**src/rtl/alu_bist_if.sv**
```systemverilog
// Bus between the BIST controller and its external vector memory and ALU under test.
// The master side is the BIST; the slave side is the memory + ALU.
interface alu_bist_if #(
    parameter int N      = 64,
    parameter int ADDR_W = 5
);
    localparam int VEC_W = 3*N+5;

    logic [ADDR_W-1:0] vec_addr;
    logic [VEC_W-1:0]  vec_data;
    logic [N-1:0]      alu_a;
    logic [N-1:0]      alu_b;
    logic [3:0]        alu_control;
    logic [N-1:0]      alu_result;
    logic              alu_zero;

    modport master (
        output vec_addr, alu_a, alu_b, alu_control,
        input  vec_data, alu_result, alu_zero
    );

    modport slave (
        input  vec_addr, alu_a, alu_b, alu_control,
        output vec_data, alu_result, alu_zero
    );
endinterface

```
**src/rtl/alu_bist.sv**
```systemverilog
// ALU self-test controller: walks {op, a, b, exp_result, exp_zero} records,
// drives the ALU, compares its outputs and reports mismatch statistics.
module alu_bist #(
    parameter int N      = 64,
    parameter int ADDR_W = 5
) (
    input  logic              clk,
    input  logic              reset,
    input  logic              start,
    input  logic [ADDR_W:0]   num_vectors,
    alu_bist_if.master        bus,
    output logic              busy,
    output logic              done,
    output logic              pass,
    output logic [ADDR_W:0]   error_count,
    output logic              fail_valid,
    output logic [ADDR_W-1:0] first_fail_idx
);
    localparam int VEC_W = 3*N+5;
    localparam logic [ADDR_W:0] MAX_NV = {1'b1, {ADDR_W{1'b0}}};

    typedef enum logic [2:0] {IDLE, FETCH, LOAD, CHECK, DONE} state_t;

    state_t            state_q, state_d;
    logic [ADDR_W-1:0] idx_q, idx_d;
    logic [ADDR_W:0]   nv_q, nv_d;
    logic [ADDR_W-1:0] vec_addr_q, vec_addr_d;
    logic [N-1:0]      alu_a_q, alu_a_d;
    logic [N-1:0]      alu_b_q, alu_b_d;
    logic [3:0]        alu_control_q, alu_control_d;
    logic [N-1:0]      exp_result_q, exp_result_d;
    logic              exp_zero_q, exp_zero_d;
    logic              busy_q, busy_d;
    logic              done_q, done_d;
    logic              pass_q, pass_d;
    logic [ADDR_W:0]   error_count_q, error_count_d;
    logic              fail_valid_q, fail_valid_d;
    logic [ADDR_W-1:0] first_fail_idx_q, first_fail_idx_d;

    logic [3:0]      v_op;
    logic [N-1:0]    v_a, v_b, v_res;
    logic            v_zero;
    logic [ADDR_W:0] nv_clamped;
    logic            mismatch, last_vec, can_start;

    assign v_op   = bus.vec_data[VEC_W-1 -: 4];
    assign v_a    = bus.vec_data[3*N -: N];
    assign v_b    = bus.vec_data[2*N -: N];
    assign v_res  = bus.vec_data[N -: N];
    assign v_zero = bus.vec_data[0];

    assign nv_clamped = (num_vectors > MAX_NV) ? MAX_NV : num_vectors;
    assign can_start  = start && (state_q == IDLE || state_q == DONE);
    // 4-state compare so an X/Z from the ALU counts as a failure in simulation.
    assign mismatch   = (bus.alu_result !== exp_result_q) || (bus.alu_zero !== exp_zero_q);
    assign last_vec   = ({1'b0, idx_q} == (nv_q - (ADDR_W+1)'(1)));

    always_comb begin
        state_d          = state_q;
        idx_d            = idx_q;
        nv_d             = nv_q;
        vec_addr_d       = vec_addr_q;
        alu_a_d          = alu_a_q;
        alu_b_d          = alu_b_q;
        alu_control_d    = alu_control_q;
        exp_result_d     = exp_result_q;
        exp_zero_d       = exp_zero_q;
        busy_d           = busy_q;
        done_d           = done_q;
        pass_d           = pass_q;
        error_count_d    = error_count_q;
        fail_valid_d     = fail_valid_q;
        first_fail_idx_d = first_fail_idx_q;

        if (can_start) begin
            nv_d             = nv_clamped;
            idx_d            = '0;
            error_count_d    = '0;
            fail_valid_d     = 1'b0;
            first_fail_idx_d = '0;
            done_d           = 1'b0;
            pass_d           = 1'b0;
            // An empty run still spends one cycle in DONE before done rises.
            if (nv_clamped == '0) begin
                state_d = DONE;
                busy_d  = 1'b0;
            end else begin
                state_d = FETCH;
                busy_d  = 1'b1;
            end
        end else begin
            case (state_q)
                FETCH: begin
                    vec_addr_d = idx_q;
                    state_d    = LOAD;
                end
                LOAD: begin
                    alu_control_d = v_op;
                    alu_a_d       = v_a;
                    alu_b_d       = v_b;
                    exp_result_d  = v_res;
                    exp_zero_d    = v_zero;
                    state_d       = CHECK;
                end
                CHECK: begin
                    if (mismatch) begin
                        if (error_count_q != '1)
                            error_count_d = error_count_q + (ADDR_W+1)'(1);
                        if (!fail_valid_q) begin
                            fail_valid_d     = 1'b1;
                            first_fail_idx_d = idx_q;
                        end
                    end
                    if (last_vec) begin
                        state_d = DONE;
                        busy_d  = 1'b0;
                        done_d  = 1'b1;
                        pass_d  = (error_count_d == '0);
                    end else begin
                        idx_d   = idx_q + ADDR_W'(1);
                        state_d = FETCH;
                    end
                end
                DONE: begin
                    busy_d = 1'b0;
                    done_d = 1'b1;
                    pass_d = (error_count_q == '0);
                end
                default: busy_d = 1'b0;
            endcase
        end
    end

    always_ff @(posedge clk or posedge reset) begin
        if (reset) begin
            state_q          <= IDLE;
            idx_q            <= '0;
            nv_q             <= '0;
            vec_addr_q       <= '0;
            alu_a_q          <= '0;
            alu_b_q          <= '0;
            alu_control_q    <= '0;
            exp_result_q     <= '0;
            exp_zero_q       <= 1'b0;
            busy_q           <= 1'b0;
            done_q           <= 1'b0;
            pass_q           <= 1'b0;
            error_count_q    <= '0;
            fail_valid_q     <= 1'b0;
            first_fail_idx_q <= '0;
        end else begin
            state_q          <= state_d;
            idx_q            <= idx_d;
            nv_q             <= nv_d;
            vec_addr_q       <= vec_addr_d;
            alu_a_q          <= alu_a_d;
            alu_b_q          <= alu_b_d;
            alu_control_q    <= alu_control_d;
            exp_result_q     <= exp_result_d;
            exp_zero_q       <= exp_zero_d;
            busy_q           <= busy_d;
            done_q           <= done_d;
            pass_q           <= pass_d;
            error_count_q    <= error_count_d;
            fail_valid_q     <= fail_valid_d;
            first_fail_idx_q <= first_fail_idx_d;
        end
    end

    assign bus.vec_addr    = vec_addr_q;
    assign bus.alu_a       = alu_a_q;
    assign bus.alu_b       = alu_b_q;
    assign bus.alu_control = alu_control_q;
    assign busy            = busy_q;
    assign done            = done_q;
    assign pass            = pass_q;
    assign error_count     = error_count_q;
    assign fail_valid      = fail_valid_q;
    assign first_fail_idx  = first_fail_idx_q;
endmodule

```
**src/flat_wrapper.sv**
```systemverilog
// flat-port wrapper written by rule: the top's interface ports become plain ports
module alu_bist_flat 
#(
    parameter int N      = 64,
    parameter int ADDR_W = 5
)
  (clk, reset, start, num_vectors, busy, done, pass, error_count, fail_valid, first_fail_idx, bus_vec_addr, bus_alu_a, bus_alu_b, bus_alu_control, bus_vec_data, bus_alu_result, bus_alu_zero);
  alu_bist_if #(.N(N), .ADDR_W(ADDR_W)) bus_i ();
  input  logic clk;
  input  logic reset;
  input  logic start;
  input  logic [ADDR_W:0] num_vectors;
  output logic busy;
  output logic done;
  output logic pass;
  output logic [ADDR_W:0] error_count;
  output logic fail_valid;
  output logic [ADDR_W-1:0] first_fail_idx;
  output wire logic [$bits(bus_i.vec_addr)-1:0] bus_vec_addr;
  output wire logic [$bits(bus_i.alu_a)-1:0] bus_alu_a;
  output wire logic [$bits(bus_i.alu_b)-1:0] bus_alu_b;
  output wire logic [$bits(bus_i.alu_control)-1:0] bus_alu_control;
  input wire logic [$bits(bus_i.vec_data)-1:0] bus_vec_data;
  input wire logic [$bits(bus_i.alu_result)-1:0] bus_alu_result;
  input wire logic [$bits(bus_i.alu_zero)-1:0] bus_alu_zero;
  assign bus_vec_addr = bus_i.vec_addr;
  assign bus_alu_a = bus_i.alu_a;
  assign bus_alu_b = bus_i.alu_b;
  assign bus_alu_control = bus_i.alu_control;
  assign bus_i.vec_data = bus_vec_data;
  assign bus_i.alu_result = bus_alu_result;
  assign bus_i.alu_zero = bus_alu_zero;
  alu_bist #(.N(N), .ADDR_W(ADDR_W)) u_core (.clk(clk), .reset(reset), .start(start), .num_vectors(num_vectors), .bus(bus_i), .busy(busy), .done(done), .pass(pass), .error_count(error_count), .fail_valid(fail_valid), .first_fail_idx(first_fail_idx));
endmodule
```
**config.mk**
```make
export PLATFORM = sky130hd
export DESIGN_NAME = alu_bist_flat
export DESIGN_NICKNAME = d
export VERILOG_FILES = /design/src/rtl/alu_bist_if.sv /design/src/rtl/alu_bist.sv /design/src/flat_wrapper.sv
export SDC_FILE = /design/constraint.sdc
export NUM_CORES = 1
export LEC_CHECK = 0
export BUFFER_PORTS_ARGS = -buffer_cell sky130_fd_sc_hd__clkbuf_2
export CAP_MARGIN = 20
export CORE_MARGIN = 3
export CORE_UTILIZATION = 40
export DETAILED_ROUTE_END_ITERATION = 16
export PLACE_DENSITY = 0.78
export SLEW_MARGIN = 10
export SYNTH_ARGS = -nofsm -noshare
export SYNTH_HDL_FRONTEND = slang
export SYNTH_SLANG_ARGS = --single-unit
```
**constraint.sdc**
```tcl
create_clock -name clk -period 8 [get_ports clk]
set_input_delay 0.4 -clock clk [delete_from_list [all_inputs] [get_ports clk]]
set_output_delay 0.4 -clock clk [all_outputs]
set_load 0.03 [all_outputs]
```
==> impl_summary.md <==
Route
The number of vias after detailed routing is 7111. The pre-antenna-repair detailed-routing pass consisted of 5 iterations. The total routed wirelength is around 27 mm. The post-detailed-route via-to-cell ratio is 4.867.

The DRC marker count from the first detailed-route iteration is 340. In this run the remaining antenna-violating nets after routing total 0. After detailed routing, the average wire length per cell comes to about 18 um. In the routed design, unresolved DRC markers number 0.

Flow run
The max capacitance violation total is 0.

Timing
Setup violations remaining at the end of the flow were counted as 0. Clock skew on the completed layout was measured at about 0.021 ns. For the pin with the worst max-slew slack, the measured transition is between 1 and 1.5 ns. The final period demand of the worst path is roughly 2.7 ns. The number of hold violations in the final report is 0. The max-slew headroom at the worst pin is 0.3140. Dividing the final minimum period by the clock period gives 0.3409. The count of pins over their slew limit is 0. The setup total negative slack is 0 ns. For this run, the top clock speed supported by timing is roughly 370 MHz. Setup repair after global routing left no endpoint under its margin.

Placed design
The placed instance count is around 1400. Once detailed placement completed, the half-perimeter wirelength came to roughly 20 mm. The congestion estimate from routability-driven global placement came to 0.8763. Buffers placed on the I/O ports in this run total about 420.

Yosys
Counting flops and latches in the post-synthesis netlist gives about 230. The fraction of the yosys area taken by sequential cells is 0.5899. Counting every net in the synthesized netlist gives 975.

The proportion of register bits with asynchronous set or reset after synthesis is 1.000. For this run, the leading register cell type out of synthesis is sky130_fd_sc_hd__dfrtp_1. Summing every instance area after synthesis gives 9799 um^2. The number of warnings issued by yosys is 0. Averaged over all synthesized cells, the footprint is between 10 and 15 um^2. Synthesis handed over a netlist of 700 instances. The unique cell type count in the Yosys netlist is 40. The number of enable flip-flop cells after synthesis is 0.

Outcome
The flow ran to the end, and the final reports show no timing, DRC or antenna violations.

Clock network
After clock tree synthesis, the setup repair step added 0 buffers. Counting along the longest clock path gives a buffer depth of 3. For this design, the sink count on the clock tree is 231. The number of buffers created by CTS is 25.

Clock-pin slew was measured on the worst setup and hold paths at about 0.06 ns. The number of gates resized after CTS was 0. In this run the number of H-tree levels came out at 1. TritonCTS built the clock tree. In this run the clock root is driven by a sky130_fd_sc_hd__clkbuf_16.

For the worst-skew pair, the clock arrives at the later sink with an insertion delay of 0.53 ns. The count of hold-fix buffers inserted at cts is 0.

Floorplan
The number of rows in the core area is 56. The die covers around 26000 um^2. From left edge to right edge, the die measures approximately 160 um. The floorplan step set the die height to 162.5 um.

The core region is about 24000 um^2. The number of top-level pins is about 420. For this configuration, the core starts out at a cell density of 0.4126.

Critical path
The worst reg2reg path startpoint is u_core.state_q[2]. The flop-to-flop setup slack is between 5 and 6 ns. The type of element capturing the critical path is a flop.

Walking the worst path, the cells encountered are nor3b_2 -> buf_4 -> buf_4 -> mux2_2. The category of the critical setup timing path is reg2reg. The cell at the slowest stage of the critical path is sky130_fd_sc_hd__buf_4. The cell repeated most along the worst path is sky130_fd_sc_hd__buf_4.

The worst reg2reg path endpoint is u_core.bus.alu_b[10]. For the worst setup path, the data required time is 8.41 ns. For this run, the slowest stage of the critical path takes between 0.8 and 0.9 ns. The startpoint type of the worst setup path is a flop. Measured in cells, the most critical reg-to-reg path has a length of 4. The top fanout value on the critical path is 82.

The worst endpoint data arrival time is between 3 and 4 ns.

Layout
The layout cell share with drive strength beyond 1 is 0.5954. The top cell types in the final layout, fill and taps aside, are sky130_fd_sc_hd__clkbuf_2, sky130_fd_sc_hd__dfrtp_1, sky130_fd_sc_hd__mux2_2. After the last flow step, the layout net total stands at around 1400. The sequential standard cell area is 5781 um^2. The filler cell count is between 2000 and 2500.

The growth of design area from synthesis to finish is 32.80%. The most frequent standard cell in the layout excluding fill and tap cells is sky130_fd_sc_hd__clkbuf_2. The area of combinational cells with multiple inputs is 3845 um^2. The filler-free cell count of the finished design is around 1500.

Worst hold path
The class of the most critical hold timing path is in2async.

Global routing
The aggregate global-route resource usage is 0.1993. The first global-routing pass estimated 41.65 mm of wire. The number of global-route vias before repair came to 7744.

The initial antenna violation count came to 8. Entering global routing, the biggest net connects approximately 100 pins. The residual overflow from global routing is 0.

Power
The worst-case vdd ir drop is 0.3023 mV. In this run the power density over the cells is between 400 and 500 nW/um^2. In this run the static leakage power is between 6 and 7 nW.
[flip-flops by register name, summed over array words and instances (netlist names)]
name and flops:
u_core.bus.alu_b 64, u_core.bus.alu_a 64, u_core.exp_zero_q 1, u_core.bus.vec_addr 5, u_core.state_q 3, u_core.first_fail_idx 5, u_core.fail_valid 1, u_core.exp_result_q 64
u_core.nv_q 6, u_core.error_count 6, u_core.busy 1, u_core.done 1, u_core.idx_q 5, u_core.pass 1, u_core.bus.alu_control 4
[through the flow]
| step | worst slack [ns] | util | hold WS [ns] | power, mW | cell area [um^2] |
|---|---|---|---|---|---|
| after floorplan | 1.267 | - | 0.4934 | 4.014 | 9799 |
| after global placement | 5.287 | 0.5138 | 0.4892 | 4.682 | 12200 |
| after detailed placement | 5.239 | 0.5138 | 0.4943 | 4.772 | 12200 |
| after CTS | 5.242 | 0.5474 | 0.04603 | 5.941 | 13000 |
| after global routing | 5.074 | 0.5479 | 0.05703 | 6.230 | 13010 |
| final | 5.273 | 0.5479 | 0.02727 | 5.883 | 13010 |
[critical path: cells and delay by family (launching register included)]
kind                   cells  cell delay, ns
flip-flops                 1            0.50
multiplexers               1            0.43
AND/OR/NAND/NOR            1            0.23
buffers and inverters      2            1.40
[kinds of logic (layout without fill, tap and decap cells)]
logic type      after synthesis  after routing  share of synthesized area
flops                       231            231                     0.5899
mux                         211            211                     0.2413
simple gates                106            106                    0.05618
xor+xnor                     73             73                    0.06524
buf+inv                      40            477                    0.01826
compound gates               35             35                    0.02401
fa+ha+maj                     4              4                   0.005107
other cells                   0              5                          0
[routing by layer]
layer | global-route usage | wire [um] | vias up
li1 | - | - | 3308
met1 | 0.2379 | 10310 | 3468
met2 | 0.3371 | 13390 | 266
met3 | 0.06434 | 2352 | 63
met4 | 0.07484 | 820 | 6
met5 | 0 | 30 | -
[cells in the mapped netlist (2+ instances only)]
cell | instances | share of area
sky130_fd_sc_hd__nand3_1 | 10 | 0.0051
sky130_fd_sc_hd__nand4_1 | 17 | 0.011
sky130_fd_sc_hd__nor3_2 | 2 | 0.0020
sky130_fd_sc_hd__buf_2 | 17 | 0.0087
sky130_fd_sc_hd__o31ai_1 | 4 | 0.0031
sky130_fd_sc_hd__and3_1 | 2 | 0.0013
sky130_fd_sc_hd__xor2_1 | 11 | 0.0098
sky130_fd_sc_hd__ha_1 | 4 | 0.0051
sky130_fd_sc_hd__a21oi_1 | 10 | 0.0051
sky130_fd_sc_hd__nand3b_1 | 7 | 0.0054
sky130_fd_sc_hd__dfrtp_1 | 231 | 0.59
sky130_fd_sc_hd__nor4_1 | 6 | 0.0038
sky130_fd_sc_hd__o21ai_0 | 9 | 0.0046
sky130_fd_sc_hd__xnor2_1 | 62 | 0.055
sky130_fd_sc_hd__o211a_1 | 2 | 0.0020
sky130_fd_sc_hd__a311oi_1 | 2 | 0.0018
sky130_fd_sc_hd__nand2_1 | 27 | 0.010
sky130_fd_sc_hd__nand2b_1 | 3 | 0.0019
sky130_fd_sc_hd__inv_1 | 6 | 0.0023
sky130_fd_sc_hd__clkbuf_1 | 16 | 0.0061
sky130_fd_sc_hd__mux2i_1 | 9 | 0.0092
sky130_fd_sc_hd__mux2_2 | 202 | 0.23
sky130_fd_sc_hd__nor3_1 | 3 | 0.0015
sky130_fd_sc_hd__nor2_1 | 22 | 0.0084
[cell type report]
class,count,area share
multi-input cells,429,0.2955
flip-flops and latches,231,0.4442
clock buffers,34,0.05298
diodes,5,0.0009614
inverters,6,0.002307
clock inverters,10,0.008268
well taps,319,0.03067
repair buffers,427,0.1652
[report_power, final]
group | switching, mW | internal [mW] | leakage, nW
clock | 0.472 | 0.667 | 0.398
sequential | 0.386 | 1.75 | 2.74
combinational | 1.50 | 1.10 | 3.03
[worst max path at each step]
stage	start	slack [ns]	to
detailed placement	u_core.state_q[2]	5.24	u_core.bus.alu_b[38]
finish	u_core.state_q[2]	5.27	u_core.bus.alu_b[10]
global route	u_core.state_q[2]	5.07	u_core.bus.alu_b[30]
global placement	u_core.state_q[2]	5.29	u_core.exp_result_q[47]
floorplan	reset	1.27	u_core.bus.alu_a[0]
CTS	u_core.state_q[2]	5.24	u_core.bus.alu_b[38]
No activity file was read; power rests on OpenSTA's default activity.
